==> src/rtl/coeff_tile_streamer_pkg.sv <==
// Shared definitions for the polynomial-multiplier coefficient path.
// Holds the streamer state encoding and the tile-count / index-width helpers
// used to size ports and counters consistently across files.
package coeff_tile_streamer_pkg;

  typedef enum logic [1:0] {
    ST_IDLE   = 2'd0,
    ST_STREAM = 2'd1,
    ST_DONE   = 2'd2
  } stream_state_e;

  // Number of tiles that make up one polynomial.
  function automatic int num_tiles(input int degree_n, input int tile_width);
    return degree_n / tile_width;
  endfunction

  // Width of an index over n items; never narrower than one bit so that a
  // single-item range still yields a legal vector.
  function automatic int idx_width(input int n);
    return (n > 1) ? $clog2(n) : 1;
  endfunction

endpackage

==> src/rtl/coeff_tile_streamer_coeff_buffer.sv <==
// coeff_buffer: DEGREE_N x DATA_WIDTH coefficient store.
// One synchronous write port, one combinational TILE_WIDTH-wide read port
// starting at base_i. Contents clear to zero on reset.
//   clk, rst      : clock, asynchronous active-low reset
//   wr_en_i       : write strobe (already qualified by the caller)
//   wr_addr_i     : coefficient index to write
//   wr_data_i     : coefficient value
//   base_i        : first coefficient index of the tile to read
//   rd_tile_o     : element k = mem[base_i + k]
module coeff_buffer
  import coeff_tile_streamer_pkg::*;
#(
  parameter int DATA_WIDTH = 64,
  parameter int DEPTH      = 16,
  parameter int TILE_WIDTH = 4,
  localparam int AW        = idx_width(DEPTH)
) (
  input  logic                                  clk,
  input  logic                                  rst,
  input  logic                                  wr_en_i,
  input  logic [AW-1:0]                         wr_addr_i,
  input  logic [DATA_WIDTH-1:0]                 wr_data_i,
  input  logic [AW-1:0]                         base_i,
  output logic [TILE_WIDTH-1:0][DATA_WIDTH-1:0] rd_tile_o
);

  logic [DATA_WIDTH-1:0] mem_q [DEPTH];

  always_ff @(posedge clk or negedge rst) begin
    if (!rst) begin
      for (int i = 0; i < DEPTH; i++) begin
        mem_q[i] <= '0;
      end
    end else if (wr_en_i) begin
      mem_q[wr_addr_i] <= wr_data_i;
    end
  end

  always_comb begin
    rd_tile_o = '0;
    for (int k = 0; k < TILE_WIDTH; k++) begin
      rd_tile_o[k] = mem_q[base_i + AW'(k)];
    end
  end

endmodule

==> src/rtl/coeff_tile_streamer.sv <==
// coeff_tile_streamer: loads a polynomial's coefficients while idle, then on
// start_i replays it NUM_PASSES times as TILE_WIDTH-wide tiles.
//   clk, rst        : clock, asynchronous active-low reset
//   wr_en_i/addr/data : coefficient load port, honoured only in IDLE
//   start_i         : one-cycle pulse, begins streaming from IDLE
//   ready_i         : consumer accept
//   valid_o         : tile on coeff_o is valid
//   coeff_o         : tile, element k = buffer[base+k]
//   tile_idx_o      : index of presented tile within the polynomial
//   last_o          : presented tile is the final tile of the final pass
//   busy_o          : high outside IDLE
//   done_o          : one-cycle pulse after the final tile is accepted
//   state_o         : current FSM state for observation
//
// Handshake: a tile transfers on a rising edge where valid_o && ready_i.
// While valid_o is high, coeff_o/tile_idx_o/last_o hold until that transfer;
// ready_i has no effect while valid_o is low.
module coeff_tile_streamer
  import coeff_tile_streamer_pkg::*;
#(
  parameter int DATA_WIDTH = 64,
  parameter int DEGREE_N   = 16,
  parameter int TILE_WIDTH = 4,
  parameter int NUM_PASSES = 1,
  localparam int AW        = idx_width(DEGREE_N),
  localparam int NT        = num_tiles(DEGREE_N, TILE_WIDTH),
  localparam int TIDX_W    = idx_width(NT),
  localparam int PASS_W    = idx_width(NUM_PASSES)
) (
  input  logic                                  clk,
  input  logic                                  rst,
  input  logic                                  wr_en_i,
  input  logic [AW-1:0]                         wr_addr_i,
  input  logic [DATA_WIDTH-1:0]                 wr_data_i,
  input  logic                                  start_i,
  input  logic                                  ready_i,
  output logic                                  valid_o,
  output logic [TILE_WIDTH-1:0][DATA_WIDTH-1:0] coeff_o,
  output logic [TIDX_W-1:0]                     tile_idx_o,
  output logic                                  last_o,
  output logic                                  busy_o,
  output logic                                  done_o,
  output stream_state_e                         state_o
);

  stream_state_e     state_q, state_d;
  logic [TIDX_W-1:0] tile_q, tile_d;
  logic [PASS_W-1:0] pass_q, pass_d;

  logic hs;
  logic final_tile;
  logic final_pass;
  logic [AW-1:0] base;

  assign hs         = (state_q == ST_STREAM) && ready_i;
  assign final_tile = (tile_q == TIDX_W'(NT - 1));
  assign final_pass = (pass_q == PASS_W'(NUM_PASSES - 1));
  // Tile index is kept instead of a coefficient base so wrap is a compare
  // against the tile count; the base is derived for the buffer read.
  assign base       = AW'(int'(tile_q) * TILE_WIDTH);

  always_ff @(posedge clk or negedge rst) begin
    if (!rst) begin
      state_q <= ST_IDLE;
      tile_q  <= '0;
      pass_q  <= '0;
    end else begin
      state_q <= state_d;
      tile_q  <= tile_d;
      pass_q  <= pass_d;
    end
  end

  always_comb begin
    state_d = state_q;
    tile_d  = tile_q;
    pass_d  = pass_q;
    unique case (state_q)
      ST_IDLE: begin
        if (start_i) begin
          state_d = ST_STREAM;
          tile_d  = '0;
          pass_d  = '0;
        end
      end
      ST_STREAM: begin
        if (hs) begin
          if (final_tile && final_pass) begin
            state_d = ST_DONE;
            tile_d  = '0;
            pass_d  = '0;
          end else if (final_tile) begin
            tile_d = '0;
            pass_d = pass_q + PASS_W'(1);
          end else begin
            tile_d = tile_q + TIDX_W'(1);
          end
        end
      end
      ST_DONE: state_d = ST_IDLE;
      default: state_d = ST_IDLE;
    endcase
  end

  // Buffer is frozen outside IDLE; a write coincident with start still lands
  // because the state is IDLE on that edge, so tile 0 sees it.
  coeff_buffer #(
    .DATA_WIDTH(DATA_WIDTH),
    .DEPTH     (DEGREE_N),
    .TILE_WIDTH(TILE_WIDTH)
  ) u_buf (
    .clk      (clk),
    .rst      (rst),
    .wr_en_i  (wr_en_i && (state_q == ST_IDLE)),
    .wr_addr_i(wr_addr_i),
    .wr_data_i(wr_data_i),
    .base_i   (base),
    .rd_tile_o(coeff_o)
  );

  assign valid_o    = (state_q == ST_STREAM);
  assign last_o     = valid_o && final_tile && final_pass;
  assign busy_o     = (state_q != ST_IDLE);
  assign done_o     = (state_q == ST_DONE);
  assign tile_idx_o = tile_q;
  assign state_o    = state_q;

endmodule

==> config.mk <==
export PLATFORM = sky130hd
export DESIGN_NAME = coeff_tile_streamer
export DESIGN_NICKNAME = d
export VERILOG_FILES = /design/src/rtl/coeff_tile_streamer_pkg.sv /design/src/rtl/coeff_tile_streamer_coeff_buffer.sv /design/src/rtl/coeff_tile_streamer.sv
export SDC_FILE = /design/constraint.sdc
export NUM_CORES = 1
export LEC_CHECK = 0
export CAP_MARGIN = 20
export CORE_AREA = 5 5 371 373
export CTS_CLUSTER_SIZE = 12
export DETAILED_ROUTE_END_ITERATION = 7
export DIE_AREA = 0 0 376 378
export PLACE_DENSITY_LB_ADDON = 0.15
export SYNTH_ARGS = -nofsm -noshare
export SYNTH_HDL_FRONTEND = slang
export SYNTH_HIERARCHICAL = 1
export SYNTH_SLANG_ARGS = --single-unit
==> constraint.sdc <==
create_clock -name clk -period 3 [get_ports clk]
set_input_delay 0.9 -clock clk [delete_from_list [all_inputs] [get_ports clk]]
set_output_delay 0.9 -clock clk [all_outputs]
set_load 0.03 [all_outputs]
==> results of run 1 <==
[metal layers]
layer | up-vias | global-route usage, % | part of all wire [%]
met1 | 26600 | 44.4 | 40
met5 | - | 0 | 0.021
met2 | 2466 | 49.3 | 48
met3 | 406 | 6.08 | 8.7
li1 | 19700 | - | -
met4 | 6 | 9.50 | 3.3
[where the power goes]
part           switching [mW]  internal [mW]
combinational            25.3           27.4
sequential               5.45           18.5
clock                    6.18           9.51
total                    37.0           55.4
[worst register-to-register path: cells and delay by family (launching register included)]
| kind | cells | cell delay [ns] |
|---|---|---|
| flip-flops | 1 | 0.45 |
| multiplexers | 1 | 0.51 |
| AND/OR/NAND/NOR | 4 | 0.90 |
| buffers and inverters | 3 | 0.61 |
[final timing paths]
path                                               from                           end  slack (ns)  depth (start not counted)
max in group asynchronous                           rst  u_buf/mem_q[131]$_DFFE_PN0P_        1.92                          2
max reg2reg                      state_o[0]$_DFFE_PN0P_  u_buf/mem_q[737]$_DFFE_PN0P_        0.41                          8
min reg2reg                u_buf/mem_q[919]$_DFFE_PN0P_  u_buf/mem_q[919]$_DFFE_PN0P_        0.53                          1
min                                                 rst   u_buf/mem_q[41]$_DFFE_PN0P_        0.10                          1
max                           tile_idx_o[0]$_DFFE_PN0P_                  coeff_o[145]       -0.77                          8
min in group clk           u_buf/mem_q[919]$_DFFE_PN0P_  u_buf/mem_q[919]$_DFFE_PN0P_        0.53                          1
[sequential cells by signal, indices dropped and copies added, names as in the netlist]
signal       flops
u_buf/mem_q   1024
state_o          2
tile_idx_o       2
pass_q           1
[placed cells by master, fill, tap and decap left out, types with 11 or more instances in the layout]
| master | instances |
|---|---|
| clkbuf_8 | 38 |
| nor2_4 | 11 |
| bufinv_16 | 12 |
| nand2_1 | 267 |
| mux2i_1 | 202 |
| a21oi_4 | 76 |
| mux4_2 | 969 |
| clkbuf_1 | 19 |
| nand2_2 | 65 |
| clkbuf_16 | 136 |
| nand3_1 | 48 |
| a31oi_4 | 48 |
| nor2b_2 | 13 |
| dfrtp_1 | 1027 |
| nand4_1 | 14 |
| buf_12 | 207 |
| a22oi_2 | 21 |
| a211oi_1 | 34 |
| mux2_2 | 941 |
| clkinv_2 | 21 |
| a211oi_2 | 65 |
| mux2_1 | 83 |
| a21oi_2 | 37 |
| clkdlybuf4s50_1 | 73 |
| buf_4 | 331 |
| and3_1 | 49 |
| nor2b_1 | 88 |
| buf_6 | 174 |
| buf_16 | 15 |
| buf_8 | 21 |
[synthesized netlist by cell type, types with 53 or more instances]
master | n | share of area [%]
a211oi_1 | 105 | 1.1
a21oi_1 | 114 | 0.83
a31oi_1 | 55 | 0.50
buf_2 | 219 | 1.6
buf_6 | 53 | 0.86
clkbuf_1 | 177 | 0.96
dfrtp_1 | 1029 | 37
mux2_1 | 83 | 1.4
mux2_2 | 941 | 15
mux2i_1 | 215 | 3.1
mux4_2 | 969 | 32
nand2_1 | 338 | 1.8
nand3_1 | 56 | 0.41
nor2b_1 | 105 | 0.95
[kinds of logic (layout without fill, tap and decap cells)]
logic type	Yosys count	in the layout
buffers and inverters	513	1077
DFF	1029	1029
xor gates and xnor gates	8	9
AOI/OAI and AO/OA	306	306
adders and majority gates	6	6
muxes	2209	2209
other	1	11
and+or+nand+nor	607	607
[cell type report]
class	count	share of cell area, %
Antenna cell	6	0.0174
Timing Repair Buffer	851	12.4
Sequential cell	1029	29.8
Inverter	4	0.0174
Tap cell	1781	2.58
Multi-Input combinational cell	3142	50.3
Clock buffer	182	4.31
Clock inverter	40	0.605
[what timing repair did]
item	in CTS	in global routing
setup endpoints to repair	262	262
pin swaps	119	132
gates cloned	24	12
buffers inserted	103	76
resized for setup	379	315
hold endpoints to repair	0	0
==> impl_results.md, run 1 <==
- Outcome: finished with violations
- Failing checks: slew limit, setup timing
- H-tree Lvls: 3
- PnR worst setup slack: -0.774 ns
- Synthesized area: approximately 69000 um^2
- Ys Warns: 6
- Vias in the first global route: about 49000
- Hold Crit Class: in2async
- Wirelength, routed: around 230 mm
- Initial antenna violation count: 11
- CP endpoint kind: primary output
- Crit-path most repeated cell: buf_12
- Pwr Total: a little over 90 mW
- Xor and xnor area share after synthesis: less than 1%
- Port bufs: 336
- Sequential area share after synthesis: between 30 and 40%
- Yosys reg bits: 1029
- Post-synth top flop: dfrtp_1
- Area grow syn2layout: 25.2%
- Clk buf depth: 3
- # clock sinks: roughly 1000
- Max IR drop VDD: around 870 uV
- Largest net degree at the start of global routing: around 940
- Setup TNS: -157.91 ns
- CP delay by family, top: buffers and inverters
- Least-Margin Pin Slew: roughly 3.1 ns
- Clk_lat worst skew: between 0.7 and 0.8 ns
- Final HPWL DP: 136 mm
- Clock skew: approximately 0.018 ns
- Simple-gate portion of the synthesized area: ~4.2%
- CTS Hold Bufs: 0
- Crit Path Class: reg2out
- Worst-path clk slew: ~0.060 ns
- WP data required: 2.10 ns
- GRT Overall Usage: a little over 30%
- Async set-reset flop share out of synthesis: 100%
- Post-route insts no fill: around 7000
- Die Y: approximately 380 um
- First-pass GRT wire length: ~330 mm
- Horiz. Die Dim: roughly 380 um
- Critical path, cell by cell: ha_4, buf_12, buf_12, buf_12, mux4_2, nand2_2, a31oi_4, buf_12
- Main combinational cell family by area after synthesis: multiplexers
- Placed cell area: a little under 80000 um^2
- Crit Path Max Fanout: 13
- Fmax achieved: between 200 and 300 MHz
- Pwr dens: 1070 nW/um^2
- Grt ovf: 0
- Worst path arrival time: between 2 and 3 ns
- Buf+Inv Stages, Crit Path: 4
- Placed cells: ~6600
- Die footprint: around 140000 um^2
- Post-synth EDFFs: 0
- First-pass DRT Iterations: 7
- Initial Util: 51.4%
- Syn Area/Cell: between 10 and 15 um^2
- DRC: 0
- Pre-CTS WS: -0.164 ns
- Multi-input gate area: between 40000 and 50000 um^2
- Vias: approximately 49000
- Leakage power: around 36 nW
- Root Driver: clkbuf_16
- Max-slew violations: between 500 and 600
- WL per Instance: roughly 32 um
- Final hold slack: around 0.10 ns
- Antenna Nets Post-Route: 0
- Post-route cell area: about 86000 um^2
- RSZ-0062 raised after global routing: true
- Total CTS buffers: between 100 and 150
- CTS tree: built
- Final setup viols: about 260
- Routability cong.: around 0.84
- Num rows: approximately 140
- 1st-iter DRT viols: between 4000 and 5000
- Tcrit/Tclk final: 126%
- Slew HR: -105%
- Post-synthesis cell count: ~4700
- Final hold violations: 0
- Minimum clock period: 3.77 ns
- Core area: roughly 130000 um^2
- Final nets: around 5200
- CP Launch Type: flip-flop
- Drt via density: 6.99
- Synth cell types: between 40 and 50
- Max Cap Violations: 0
- CP peak stage delay: ~0.58 ns
- Synth Area in Compound Gates: roughly 2.8%
- Adder-cell share of the synthesized area: less than 1%
- FILL cells: approximately 9700
- Critical-path top delay cell: dfrtp_4
- Mux share of post-synthesis cell area: around 50%
- Fin util: ~64%
- I/O pins: around 340
- Reg area: between 20000 and 30000 um^2
- Layout cells sized above 1: between 60 and 70%
Note: power is estimated with default switching activity, not from simulation.
==> run 2, diff against run 1 <==
--- a/config.mk
+++ b/config.mk
@@ -6,11 +6,13 @@
 export NUM_CORES = 1
 export LEC_CHECK = 0
 export CAP_MARGIN = 20
-export CORE_AREA = 5 5 371 373
+export CORE_AREA = 5 5 398 400
+export CTS_BUF_LIST = sky130_fd_sc_hd__clkbuf_4 sky130_fd_sc_hd__clkbuf_8
 export CTS_CLUSTER_SIZE = 12
 export DETAILED_ROUTE_END_ITERATION = 7
-export DIE_AREA = 0 0 376 378
+export DIE_AREA = 0 0 403 405
 export PLACE_DENSITY_LB_ADDON = 0.15
+export SLEW_MARGIN = 20
 export SYNTH_ARGS = -nofsm -noshare
 export SYNTH_HDL_FRONTEND = slang
 export SYNTH_HIERARCHICAL = 1
==> run 2 against run 1 <==
Compared with the run above: the flow still finishes with violations (slew limit, setup timing); count of clock-buffer cells in the layout up 125; clock skew up 0.030 ns; global-route usage down 2.3 points; sequential cell count unchanged; worst hold slack better by 0.38 ns; sequential power about the same; via count up 0.70%; register-to-register slack worse by 0.09 ns; total power up 3.1%; routed wire length up 6.5%; critical path depth down 1; non-clock buffer count unchanged; critical path type unchanged; critical endpoint is now coeff_o[102].
==> impl_results.md, run 2 (same netlist as run 1, synthesis figures left out) <==
- Outcome: finished with violations
- Failing checks: slew limit, setup timing
- Fin util: between 50% and 60%
- Final hold slack: slightly below 0.5 ns
- Crit Path Class: reg2out
- CP endpoint kind: primary output
- FILL cells: 12300
- Setup TNS: -201.08 ns
- Drt via density: about 6.7
- Die footprint: roughly 160000 um^2
- Grt ovf: 0
- Root Driver: clkbuf_8
- Clk buf depth: 3
- Fmax achieved: roughly 250 MHz
- First-pass GRT wire length: 351 mm
- Worst path arrival time: slightly above 3 ns
- Most common cell after layout, fill and taps aside: dfrtp_1
- Tcrit/Tclk final: 132%
- Routability cong.: around 0.85
- Vias in the first global route: around 50000
- Placed cells: ~6900
- Pwr Total: 95.2 mW
- Critical-path top delay cell: mux4_2
- RSZ-0062 raised after global routing: true
- Clock skew: around 0.048 ns
- Commonest cells after routing, fill and taps aside: dfrtp_1 (1025), mux4_2 (969), mux2_2 (941)
- Antenna Nets Post-Route: 0
- Largest Register: u_buf/mem_q
- Least-Margin Pin Slew: roughly 3.3 ns
- Layout cells sized above 1: 64.5%
- Final hold violations: 0
- Post-route cell area: ~90000 um^2
- Slew HR: -121%
- Total CTS buffers: about 190
- I/O pins: about 340
- Largest net degree at the start of global routing: around 940
- Crit Path Max Fanout: 6
- WP data required: 2.10 ns
- First-pass DRT Iterations: 5
- Initial antenna violation count: 13
- Wirelength, routed: between 200 and 250 mm
- Max-slew violations: around 500
- Crit-path most repeated cell: buf_6
- Max IR drop VDD: approximately 750 uV
- CP delay by family, top: buffers and inverters
- Core area: roughly 150000 um^2
- Critical path, cell by cell: xnor2_4, buf_6, buf_12, buf_16, mux4_2, a21oi_4, buf_6
- WL per Instance: ~32 um
- CP peak stage delay: roughly 0.54 ns
- Largest register FFs: 1024
- # clock sinks: 1029
- Worst r2r src: state_o[0]$_DFFE_PN0P_
- Critical Path Start: tile_idx_o[0]$_DFFE_PN0P_
- Vias: 49500
- Die Y: a little over 400 um
- Clk_lat worst skew: 0.94 ns
- Hold Crit Class: in2async
- Max Cap Violations: 0
- Initial Util: around 45%
- Leakage power: about 37 nW
- CTS tree: built
- Buf+Inv Stages, Crit Path: 4
- Port bufs: 336
- PnR worst setup slack: -0.959 ns
- Post-route insts no fill: around 7400
- Placed cell area: between 70000 and 80000 um^2
- GRT Overall Usage: ~29%
- Worst-path clk slew: 0.06 ns
- DRC: 0
- Final HPWL DP: 139 mm
- Minimum clock period: roughly 4.0 ns
- Final nets: roughly 5300
- Num rows: ~150
- 1st-iter DRT viols: about 4600
- Area grow syn2layout: 27.6%
- Pre-CTS WS: -0.233 ns
- Horiz. Die Dim: roughly 400 um
- Pwr dens: between 1000 and 1500 nW/um^2
- H-tree Lvls: 4
- Final setup viols: 258
- CP Launch Type: flip-flop
[run 2: changes by cell type in the layout (fill, tap and decap cells not counted), moves of 17 or more]
cell	before	now
clkbuf_4	0	72
clkbuf_1	19	0
clkbuf_8	38	235
buf_12	207	250
buf_4	331	210
buf_6	174	229
buf_16	15	32
clkbuf_16	136	14
[run 2: where the power goes]
| group | total [mW] | switching, mW | internal, mW | leakage [nW] |
|---|---|---|---|---|
| sequential | 23.9 | 5.41 | 18.5 | 13.9 |
| combinational | 56.3 | 26.8 | 29.5 | 20.6 |
| clock | 15.0 | 6.49 | 8.49 | 2.23 |
| total | 95.2 | 38.7 | 56.5 | 36.7 |
[run 2: final cells by class]
| class | count | area [um^2] | area share (%) |
|---|---|---|---|
| tap | 2058 | 2570 | 2.92 |
| clock inverter | 35 | 409 | 0.464 |
| sequential | 1029 | 25800 | 29.2 |
| clock buffer | 307 | 3770 | 4.29 |
| antenna | 9 | 22.5 | 0.0256 |
| multi-input combinational | 3141 | 43600 | 49.5 |
| timing repair buffer | 851 | 11900 | 13.5 |
| inverter | 4 | 15.0 | 0.0170 |
[run 2: per-layer routing]
layer / global-route usage, % / vias to the layer above / share of wire (%)
met3: 6.31 / 470 / 8.0
li1: - / 19800 / -
met2: 44.7 / 2237 / 47
met1: 40.7 / 26900 / 41
met5: 0 / - / 0
met4: 10.3 / 0 / 3.8
[run 2: worst reg2reg max path, stage by stage, from the launching register on]
cell and delay (ns):
dfrtp_2 0.45, or2_2 0.33, nor2_1 0.26, buf_4 0.19
nand3b_1 0.16, buf_4 0.19, nor2_4 0.16, buf_12 0.30
mux2_2 0.48
[run 2: final timing paths]
| kind | to | slack [ns] | cells past startpoint |
|---|---|---|---|
| max reg2reg | u_buf/mem_q[88]$_DFFE_PN0P_ | 0.32 | 8 |
| min reg2reg | state_o[0]$_DFFE_PN0P_ | 0.52 | 1 |
| max | coeff_o[102] | -0.96 | 7 |
| min in group clk | state_o[0]$_DFFE_PN0P_ | 0.52 | 1 |
| min | u_buf/mem_q[750]$_DFFE_PN0P_ | 0.48 | 2 |
| max in group asynchronous | u_buf/mem_q[319]$_DFFE_PN0P_ | 1.47 | 3 |
[run 2: repair_timing]
item                                    CTS  global route
endpoints found under the hold margin    10             0
pin swaps                               164           126
resized for setup                       542           272
hold buffers                              1             0
endpoints found under the setup margin  264           258
setup buffers                           106            78
cloned                                   41            14
